### config.mk
export PLATFORM = sky130hd
export DESIGN_NAME = l1_refill_arbiter
export DESIGN_NICKNAME = d
export VERILOG_FILES = /design/src/rtl/l1_refill_arbiter.sv
export SDC_FILE = /design/constraint.sdc
export NUM_CORES = 1
export LEC_CHECK = 0
export ABC_AREA = 1
export BUFFER_PORTS_ARGS = -buffer_cell sky130_fd_sc_hd__buf_2
export CAP_MARGIN = 20
export CELL_PAD_IN_SITES_DETAIL_PLACEMENT = 0
export CELL_PAD_IN_SITES_GLOBAL_PLACEMENT = 1
export CORE_ASPECT_RATIO = 0.6
export CORE_MARGIN = 5
export CORE_UTILIZATION = 39
export CTS_CLUSTER_SIZE = 25
export DETAILED_ROUTE_END_ITERATION = 10
export PLACE_DENSITY_LB_ADDON = 0.1
export SYNTH_ARGS = -nofsm -noshare
export SYNTH_HDL_FRONTEND = slang
export SYNTH_SLANG_ARGS = --single-unit
### constraint.sdc
create_clock -name clk -period 2.3 [get_ports clk]
set_input_delay 0.23 -clock clk [delete_from_list [all_inputs] [get_ports clk]]
set_output_delay 0.23 -clock clk [all_outputs]
set_load 0.02 [all_outputs]
### src/rtl/l1_refill_arbiter.sv
// rtl/l1_refill_arbiter.sv - L1 I/D miss-refill arbiter, sequencer and LRU owner
//
// Arbitrates instruction- and data-side miss requests onto one memory read
// port, fetches the line, picks the victim way from the per-set LRU bit and
// writes the array. Also keeps the LRU bits current from lookup-hit reports.
//
// Ports:
//   clk, rst                        clock, synchronous active-high reset
//   imiss_req/addr/ack              instruction-side miss handshake
//   dmiss_req/addr/ack              data-side miss handshake
//   touch_valid/side/index/way      lookup-hit report for LRU update
//   mem_req/addr, mem_valid/rdata   shared line read port
//   fill_we/side/index/way/entry    array write, entry = {valid, tag, line}
//   busy                            refill in progress
//   err                             qualifies ack as failed refill
//
// Optional feature: define REFILL_TIMEOUT_EN to abandon a refill after
// REFILL_TIMEOUT cycles without mem_valid (acked with err=1, no fill).

module l1_refill_arbiter #(
  parameter int TAM_ADDR       = 16,
  parameter int TAG_W          = 3,
  parameter int INDEX_W        = 6,
  parameter int OFFSET_W       = 3,
  parameter int REFILL_TIMEOUT = 255
) (
  input  logic                    clk,
  input  logic                    rst,
  input  logic                    imiss_req,
  input  logic [TAM_ADDR-1:0]     imiss_addr,
  output logic                    imiss_ack,
  input  logic                    dmiss_req,
  input  logic [TAM_ADDR-1:0]     dmiss_addr,
  output logic                    dmiss_ack,
  input  logic                    touch_valid,
  input  logic                    touch_side,
  input  logic [INDEX_W-1:0]      touch_index,
  input  logic                    touch_way,
  output logic                    mem_req,
  output logic [TAM_ADDR-1:0]     mem_addr,
  input  logic                    mem_valid,
  input  logic [63:0]             mem_rdata,
  output logic                    fill_we,
  output logic                    fill_side,
  output logic [INDEX_W-1:0]      fill_index,
  output logic                    fill_way,
  output logic [TAG_W+64:0]       fill_entry,
  output logic                    busy,
  output logic                    err
);

  localparam int NSETS = 1 << INDEX_W;

`ifdef REFILL_TIMEOUT_EN
  typedef enum logic [1:0] {S_IDLE, S_REQ, S_FILL, S_ERR} state_t;
  localparam int CNT_W = ($clog2(REFILL_TIMEOUT + 1) > 8) ? $clog2(REFILL_TIMEOUT + 1) : 8;
  logic [CNT_W-1:0] cnt_q, cnt_d;
`else
  typedef enum logic [1:0] {S_IDLE, S_REQ, S_FILL} state_t;
  logic [31:0] unused_timeout;
  assign unused_timeout = REFILL_TIMEOUT;
`endif

  state_t                     state_q, state_d;
  logic                       side_q, side_d;
  logic                       last_grant_q, last_grant_d;
  logic [TAM_ADDR-1:0]        addr_q, addr_d;
  logic [63:0]                line_q, line_d;
  // lru_q[side][set] holds the victim way for that set.
  logic [1:0][NSETS-1:0]      lru_q, lru_d;

  logic                       grant_side;
  logic [TAM_ADDR-1:0]        req_addr;
  logic [INDEX_W-1:0]         cur_index;
  logic [TAG_W-1:0]           cur_tag;
  logic                       victim_way;
  logic                       in_fill;
  logic                       in_err;
  logic                       unused_offset;

  // On a tie the side that did not win last time gets the port.
  assign grant_side = (imiss_req && dmiss_req) ? ~last_grant_q : dmiss_req;
  assign req_addr   = grant_side ? dmiss_addr : imiss_addr;
  assign unused_offset = ^{imiss_addr[OFFSET_W-1:0], dmiss_addr[OFFSET_W-1:0]};

  assign cur_index  = addr_q[OFFSET_W +: INDEX_W];
  assign cur_tag    = addr_q[OFFSET_W+INDEX_W +: TAG_W];
  assign victim_way = lru_q[side_q][cur_index];
  assign in_fill    = (state_q == S_FILL);

`ifdef REFILL_TIMEOUT_EN
  assign in_err = (state_q == S_ERR);
`else
  assign in_err = 1'b0;
`endif

  always_comb begin
    state_d      = state_q;
    side_d       = side_q;
    last_grant_d = last_grant_q;
    addr_d       = addr_q;
    line_d       = line_q;
    lru_d        = lru_q;
`ifdef REFILL_TIMEOUT_EN
    cnt_d        = cnt_q;
`endif

    if (touch_valid) begin
      lru_d[touch_side][touch_index] = ~touch_way;
    end

    case (state_q)
      S_IDLE: begin
        if (imiss_req || dmiss_req) begin
          side_d       = grant_side;
          last_grant_d = grant_side;
          addr_d       = {req_addr[TAM_ADDR-1:OFFSET_W], {OFFSET_W{1'b0}}};
          state_d      = S_REQ;
`ifdef REFILL_TIMEOUT_EN
          cnt_d        = '0;
`endif
        end
      end
      S_REQ: begin
        if (mem_valid) begin
          line_d  = mem_rdata;
          state_d = S_FILL;
        end
`ifdef REFILL_TIMEOUT_EN
        else if (cnt_q == CNT_W'(REFILL_TIMEOUT - 1)) begin
          state_d = S_ERR;
        end else begin
          cnt_d = cnt_q + 1'b1;
        end
`endif
      end
      S_FILL: begin
        // Written after the touch update so a same-set fill takes priority.
        lru_d[side_q][cur_index] = ~victim_way;
        state_d = S_IDLE;
      end
`ifdef REFILL_TIMEOUT_EN
      S_ERR: begin
        state_d = S_IDLE;
      end
`endif
      default: begin
        state_d = S_IDLE;
      end
    endcase
  end

  always_ff @(posedge clk) begin
    if (rst) begin
      state_q      <= S_IDLE;
      side_q       <= 1'b0;
      last_grant_q <= 1'b1;
      addr_q       <= '0;
      line_q       <= '0;
      lru_q        <= '0;
`ifdef REFILL_TIMEOUT_EN
      cnt_q        <= '0;
`endif
    end else begin
      state_q      <= state_d;
      side_q       <= side_d;
      last_grant_q <= last_grant_d;
      addr_q       <= addr_d;
      line_q       <= line_d;
      lru_q        <= lru_d;
`ifdef REFILL_TIMEOUT_EN
      cnt_q        <= cnt_d;
`endif
    end
  end

  // Everything below decodes registered state only.
  assign mem_req    = (state_q == S_REQ);
  assign mem_addr   = addr_q;
  assign fill_we    = in_fill;
  assign fill_side  = in_fill & side_q;
  assign fill_index = in_fill ? cur_index : '0;
  assign fill_way   = in_fill & victim_way;
  assign fill_entry = in_fill ? {1'b1, cur_tag, line_q} : '0;
  assign imiss_ack  = (in_fill | in_err) & ~side_q;
  assign dmiss_ack  = (in_fill | in_err) & side_q;
  assign busy       = (state_q != S_IDLE);
  assign err        = in_err;

endmodule

; Word-level counts from Yosys, hierarchy flattened
; Cells that the tools add are included.
[word_totals]
out_inout_bits = 98
latch_bits = 0
wordCells = 60
mem_count = 0
romBits = 0
input_bits = 110
reg_bits = 209
mem_bits_rw = 0
[op_classes]
shifts = 0
n_addsub = 0
n_div = 0
n_mul = 0
bitwise_logic = 7
mux = 23
n_eq_ne = 4
reduce_logical = 11
n_lt_le_gt_ge = 8
[op_table]
columns = op, count
row1 = bitwise mux 128 bit, 2
row2 = two-way mux 128 bit, 2
row3 = two-way mux 64 bit, 4
row4 = demux 64 bit (select 1 bit), 2
row5 = two-way mux 68 bit, 1
row6 = two-way mux 16 bit, 1
row7 = "< comparator 6 x 7 -> 1 bit, second input constant", 2
row8 = demux 1 bit (select 6 bit), 2
row9 = ">= comparator 6 x 1 -> 1 bit, second input constant", 2
row10 = binary-select mux 1 bit (select 6 bit), 1
row11 = two-way mux 6 bit, 1
row12 = AND reduction 2 bit, 3
row13 = logical AND 1 bit, 5
row14 = "< comparator 1 x 2 -> 1 bit, second input constant", 2
row15 = two-way mux 1 bit, 4
row16 = two-way mux 2 bit, 2
row17 = NOT 1 bit, 4
row18 = case mux 2 bit (2 select lines), 1
row19 = bitwise AND 1 bit, 3
row20 = "equality test 2 x 1 -> 1 bit, second input constant", 1
row21 = "equality test 2 bit, second input constant", 1
row22 = ">= comparator 1 bit, second input constant", 2
row23 = zero test 2 bit, 1
row24 = "inequality test 2 x 1 -> 1 bit, second input constant", 1
row25 = other kinds (3), 3

; Logic depth before layout (Yosys ltp)
[logic_depth]
depth_word = 10
ltp_mapped = 16
ltp_nobuf = 12

; Least setup slack after synthesis
; OpenSTA, ideal clock, no wires.
[synth_timing]
path_type = register to output
from = register addr_q[3] (netlist: mem_addr[3])
to = output fill_way
stages_incl_launch_ff = 12
path_buffers = 3
path_slack_ns = 0.281
t_required_ns = 2.070
arrival_ns = 1.789
path_cell_list = dfxtp_1 buf_2 buf_2 buf_4 o21ai_0 o21ai_0 nand2_1 nand3_1 nand2_1 nand2_1 nor2_2 a21oi_1
[synth_between]
elab_chain_cells = 3
[synth_lines]
columns = element, line
row1 = start: declaration, 67  ; logic [TAM_ADDR-1:0] addr_q, addr_d;
row2 = start signal: assignment, 168  ; addr_q <= addr_d;
row3 = binary-select mux 1 bit (select 6 bit), 88  ; assign victim_way = lru_q[side_q][cur_index];
row4 = two-way mux 1 bit (implied by the code), 88
row5 = bitwise AND 1 bit, 183  ; assign fill_way = in_fill & victim_way;
row6 = end: declaration, 46  ; output logic fill_way,
; No other way between the ends. The select of a mux whose other input is x is not followed.

; Final worst setup path
[layout_timing]
from = register side_q
to = output fill_way
[layout_between]
elab_chain_cells = 5
[layout_lines]
columns = element, line
row1 = start: declaration, 65  ; logic side_q, side_d;
row2 = start signal: assignment, 166  ; side_q <= side_d;
row3 = two-way mux 64 bit (implied by the code) (2 in a row), 88
row4 = binary-select mux 1 bit (select 6 bit), 88
row5 = two-way mux 1 bit (implied by the code), 88
row6 = bitwise AND 1 bit, 183
; No other way between the ends. The select of a mux whose other input is x is not followed.

==> report_table.html <==
<table>
<tr><th>Metric</th><th>Value</th></tr>
<tr><th colspan="2">Status</th></tr>
<tr><td>Result of the run</td><td>complete, but fails checks</td></tr>
<tr><td>Violations in the final reports</td><td>negative setup slack</td></tr>
<tr><th colspan="2">Setup path</th></tr>
<tr><td>R2R depth</td><td>15</td></tr>
<tr><td>Internal reg-to-reg setup slack</td><td>-0.02 ns</td></tr>
<tr><td>Category of cells accounting for the largest share of critical-path delay</td><td>simple AND/OR/NAND/NOR gates</td></tr>
<tr><td>Crit Reg-Reg Endpoint</td><td>lru_q[5]$_SDFF_PP0_</td></tr>
<tr><td>WP data arrival</td><td>2.35 ns</td></tr>
<tr><td>Startpoint of the most critical register-to-register path</td><td>side_q$_SDFFE_PP0P_</td></tr>
<tr><td>Crit path max fanout</td><td>10</td></tr>
<tr><td>Critical-path cell with the highest stage delay</td><td>sky130_fd_sc_hd__dfxtp_4</td></tr>
<tr><td>Startpoint type of the worst setup path</td><td>flop</td></tr>
<tr><td>Critical Path RT</td><td>2.07 ns</td></tr>
<tr><td>Type of element capturing the critical path</td><td>output pin</td></tr>
<tr><td>Cell seen most often among critical-path stages</td><td>sky130_fd_sc_hd__nand2_1</td></tr>
<tr><td>CP cell instances</td><td>buf_4 -&gt; buf_16 -&gt; nor2_1 -&gt; nor2_1 -&gt; nand2_1 -&gt; nand2_1 -&gt; nand2_2 -&gt; nand3_1 -&gt; nand2_1 -&gt; nand2_2 -&gt; nor2_4 -&gt; a21oi_2 -&gt; buf_4</td></tr>
<tr><td>CP peak stage delay</td><td>0.42 ns</td></tr>
<tr><td>Buffers and inverters on the worst path</td><td>3</td></tr>
<tr><td>Worst setup path category</td><td>reg2out</td></tr>
<tr><th colspan="2">CTS</th></tr>
<tr><td>TritonCTS Buffers</td><td>22</td></tr>
<tr><td>Number of H-tree branching levels</td><td>1</td></tr>
<tr><td>Clock slew seen by the registers of the worst setup and hold paths</td><td>0.06 ns</td></tr>
<tr><td>Longest Clk Path Bufs</td><td>3</td></tr>
<tr><td>TritonCTS sink count</td><td>209</td></tr>
<tr><td>Root buffer cell</td><td>sky130_fd_sc_hd__clkbuf_16</td></tr>
<tr><td>TritonCTS clock tree</td><td>yes</td></tr>
<tr><td>Latest clock arrival within the worst-skew pair</td><td>approximately 0.53 ns</td></tr>
<tr><th colspan="2">Final layout</th></tr>
<tr><td>Commonest non-fill, non-tap cells in the layout</td><td>sky130_fd_sc_hd__nand2_1, sky130_fd_sc_hd__nor2_1, sky130_fd_sc_hd__a21oi_1, sky130_fd_sc_hd__o21ai_0, sky130_fd_sc_hd__dfxtp_1</td></tr>
<tr><td>Multi-input gate area in the final layout</td><td>0.006873 sq mm</td></tr>
<tr><td>Proportion of layout cells with a drive suffix above 1</td><td>0.1707</td></tr>
<tr><td>ANT cells</td><td>0</td></tr>
<tr><td>Most common cell after layout, fill and taps aside</td><td>sky130_fd_sc_hd__nand2_1</td></tr>
<tr><td>Number of nets in the layout</td><td>2427</td></tr>
<tr><td>Area overhead of the layout relative to synthesis</td><td>31.86%</td></tr>
<tr><td>Register area</td><td>between 0.004 and 0.005 sq mm</td></tr>
<tr><td>Number of fill cells</td><td>approximately 3200</td></tr>
<tr><td>Non-filler cells in the finished layout</td><td>2747</td></tr>
<tr><th colspan="2">Pwr</th></tr>
<tr><td>Highest ir drop seen on vdd</td><td>0.0004243 V</td></tr>
<tr><td>Power density over the cells</td><td>approximately 600 mW/mm^2</td></tr>
<tr><td>Total Power Consumption</td><td>9.489 mW</td></tr>
<tr><td>Leak Pwr</td><td>between 6 and 7 nW</td></tr>
<tr><th colspan="2">Global route</th></tr>
<tr><td>Maximum number of pins on one net before global-route repair</td><td>85</td></tr>
<tr><td>First-pass GRT wire length</td><td>around 77 mm</td></tr>
<tr><td>GRT Residual Overflow</td><td>0</td></tr>
<tr><td>Via count of the first global-routing pass</td><td>13341</td></tr>
<tr><td>Total routing resource utilization after global routing</td><td>0.2704</td></tr>
<tr><td>Initial antenna violation count</td><td>0</td></tr>
<tr><th colspan="2">Logic synthesis</th></tr>
<tr><td>Syn Std Cell Area</td><td>between 0.01 and 0.015 sq mm</td></tr>
<tr><td>Number of synthesized register bits</td><td>209</td></tr>
<tr><td>Synth cell types</td><td>29</td></tr>
<tr><td>Number of warnings printed during yosys synthesis</td><td>0</td></tr>
<tr><td>Share of the yosys chip area belonging to registers</td><td>0.3398</td></tr>
<tr><td>Mean post-synth cell area</td><td>6.019 sq um</td></tr>
<tr><td>Cell count after synthesis</td><td>2046</td></tr>
<tr><th colspan="2">Run</th></tr>
<tr><td>Reported max-cap violation count</td><td>0</td></tr>
<tr><th colspan="2">Routing</th></tr>
<tr><td>Uppermost layer routed</td><td>met4</td></tr>
<tr><td>Post-detailed-routing wire length</td><td>50.93 mm</td></tr>
<tr><td>M1 wire length</td><td>about 23 mm</td></tr>
<tr><td>Met2 wirelength from detailed routing</td><td>21.68 mm</td></tr>
<tr><td>Amount of wire on met3 after detailed routing</td><td>4.666 mm</td></tr>
<tr><td>DRC marker count from the first detailed-route iteration</td><td>about 1500</td></tr>
<tr><td>Count of TritonRoute iterations in the first routing pass</td><td>5</td></tr>
<tr><td>Post-detailed-route via-to-cell ratio</td><td>approximately 5.3</td></tr>
<tr><td>Via count of the routed design</td><td>14624</td></tr>
<tr><td>Routed wire length per instance</td><td>between 15 and 20 um</td></tr>
<tr><td>Residual DRC</td><td>0</td></tr>
<tr><td>Remaining antenna violation count after routing</td><td>0</td></tr>
<tr><th colspan="2">Worst hold path</th></tr>
<tr><td>End point of the worst hold path</td><td>line_q[53]$_SDFFE_PP0P_</td></tr>
<tr><td>Cell depth of the worst hold path</td><td>3</td></tr>
<tr><td>Worst min-delay path startpoint</td><td>mem_rdata[53]</td></tr>
<tr><td>Type of the tightest min-delay check</td><td>in2reg</td></tr>
<tr><th colspan="2">Die</th></tr>
<tr><td>Overall die area</td><td>between 0.03 and 0.04 sq mm</td></tr>
<tr><td>Placeable core region</td><td>0.03115 sq mm</td></tr>
<tr><td>Overall die height</td><td>147.6 um</td></tr>
<tr><td>Overall die width</td><td>~240 um</td></tr>
<tr><td>Row cnt</td><td>50</td></tr>
<tr><td>Initial Utilization</td><td>0.3953</td></tr>
<tr><td>Ports</td><td>208</td></tr>
<tr><th colspan="2">Placement</th></tr>
<tr><td>Number of buffers added on ports</td><td>197</td></tr>
<tr><td>RePlAce Congestion</td><td>0.8852</td></tr>
<tr><td>Number of placed cells counting well taps</td><td>2603</td></tr>
<tr><td>Worst setup timing slack at the placement stage</td><td>-0.006501 ns</td></tr>
<tr><td>Post-detail-place hpwl</td><td>approximately 32 mm</td></tr>
<tr><th colspan="2">STA</th></tr>
<tr><td>Post-route fraction of the period consumed by the critical path</td><td>1.121</td></tr>
<tr><td>Final critical-path required period</td><td>about 2.6 ns</td></tr>
<tr><td>Final critical-path setup slack</td><td>-0.2782 ns</td></tr>
<tr><td>Final number of hold-violating endpoints</td><td>0</td></tr>
<tr><td>Slew Viols, Final</td><td>0</td></tr>
<tr><td>Setup repair after global routing missed its margin</td><td>yes</td></tr>
<tr><td>Clock Skews</td><td>0.01604 ns</td></tr>
<tr><td>Worst max-slew margin expressed relative to the limit</td><td>0.5815</td></tr>
<tr><td>Transition time at the pin with the least slew margin</td><td>around 0.63 ns</td></tr>
<tr><td>Highest clock frequency the design can meet</td><td>around 390 MHz</td></tr>
<tr><td>Post-Route Setup TNS</td><td>-0.3686 ns</td></tr>
<tr><td>Setup Viol. Count Final</td><td>13</td></tr>
</table>
[worst reg2reg max path: stages (launching register included)]
cell and delay (ns):
sky130_fd_sc_hd__dfxtp_4 0.39, sky130_fd_sc_hd__buf_4 0.16, sky130_fd_sc_hd__buf_16 0.15, sky130_fd_sc_hd__nor2_1 0.11, sky130_fd_sc_hd__nor2_1 0.04, sky130_fd_sc_hd__nand2_1 0.05, sky130_fd_sc_hd__nand2_1 0.11, sky130_fd_sc_hd__nand2_2 0.14
sky130_fd_sc_hd__nand3_1 0.10, sky130_fd_sc_hd__nand2_1 0.10, sky130_fd_sc_hd__nand2_2 0.07, sky130_fd_sc_hd__nor2_4 0.14, sky130_fd_sc_hd__buf_4 0.20, sky130_fd_sc_hd__nand2_8 0.11, sky130_fd_sc_hd__buf_12 0.19, sky130_fd_sc_hd__a21oi_1 0.19
[registers in the layout, summed over array words and instances, names as in the netlist]
register	cells
side_q	1
mem_addr	13
line_q	64
last_grant_q	1
lru_q	128
state_q	2
[cells by family after synthesis]
logic type / after synthesis / synth area share
compound gates: 571 / 0.2491
flops: 209 / 0.3398
buf+inv: 347 / 0.1204
other cells: 1 / 0.0003045
simple gates: 918 / 0.2904
[cell usage after synthesis]
cell type                  number  area, sq um
sky130_fd_sc_hd__inv_1        198        743.2
sky130_fd_sc_hd__buf_4         12        90.09
sky130_fd_sc_hd__buf_6         15        168.9
sky130_fd_sc_hd__nor2_1       343         1287
sky130_fd_sc_hd__inv_4          1        6.260
sky130_fd_sc_hd__o31ai_1       18        135.1
sky130_fd_sc_hd__o21ai_1        3        15.01
sky130_fd_sc_hd__o221ai_1      25        219.0
sky130_fd_sc_hd__nand2_1      489         1836
sky130_fd_sc_hd__dfxtp_1      209         4184
sky130_fd_sc_hd__a31oi_1       13        81.33
sky130_fd_sc_hd__a21boi_0      14        105.1
sky130_fd_sc_hd__o22ai_1        2        12.51
sky130_fd_sc_hd__nand3_2        1        10.01
sky130_fd_sc_hd__nor3_1        48        240.2
sky130_fd_sc_hd__conb_1         1        3.750
sky130_fd_sc_hd__inv_2          5        18.77
sky130_fd_sc_hd__nor4_1         4        25.02
sky130_fd_sc_hd__buf_1          2        7.510
sky130_fd_sc_hd__o211ai_1       1        7.510
sky130_fd_sc_hd__clkbuf_1      97        364.1
sky130_fd_sc_hd__nor2_2         2        12.51
sky130_fd_sc_hd__clkinv_1       1        3.750
sky130_fd_sc_hd__o311ai_0       4        35.03
sky130_fd_sc_hd__a21oi_1      257         1286
sky130_fd_sc_hd__nand3_1       29        145.1
sky130_fd_sc_hd__o21ai_0      234         1171
sky130_fd_sc_hd__nor3_2         2        20.02
sky130_fd_sc_hd__buf_2         16        80.08
[cell type report]
type	instances	area share
inverter	205	0.04800
clock inverter	7	0.006781
sequential	209	0.2583
tap	416	0.03205
clock buffer	31	0.04038
timing repair buffer	385	0.1912
multi-input combinational	1494	0.4233
[metrics by stage]
stage / util / hold slack, ns / instance area, sq um
2_1_floorplan: - / 0.2991 / 12330
3_3_place_gp: 0.4507 / 0.4386 / 14040
3_5_place_dp: 0.4507 / 0.4432 / 14040
4_1_cts: 0.5104 / 0.001643 / 15900
5_1_grt: 0.5212 / 0.02572 / 16240
6_report: 0.5212 / 0.002893 / 16240
[power breakdown]
group	switching (mW)	internal, mW	leakage [nW]
sequential	0.0621	3.74	1.70
combinational	1.11	0.640	4.51
clock	1.62	2.32	0.381
total	2.79	6.70	6.59
[repair_timing]
item                       4_1_cts  5_1_grt
hold buffers                    86        0
gates resized for setup         33       42
setup endpoints to repair       31      186
hold endpoints to repair        74        0
cloned                           3        9
buffers inserted                 5        6
pin swaps                        4       25
[routing by layer]
metal  track usage  vias to the layer above
met2        0.4079                      603
li1              -                     7157
met3       0.05351                       82
met4       0.05331                        0
met1        0.4022                     6782
met5             0                        -
[worst max path at each step]
stage	startpoint	end	slack, ns	cells past startpoint
CTS	side_q$_SDFFE_PP0P_	fill_way	-0.28	12
detailed placement	side_q$_SDFFE_PP0P_	lru_q[42]$_SDFF_PP0_	-0.007	13
finish	side_q$_SDFFE_PP0P_	fill_way	-0.28	13
global route	side_q$_SDFFE_PP0P_	fill_way	-0.35	11
global placement	mem_addr[4]$_SDFFE_PP0P_	fill_way	-0.04	13
floorplan	mem_addr[3]$_SDFFE_PP0P_	fill_way	0.28	11
Power figures use the tool's default switching activity.
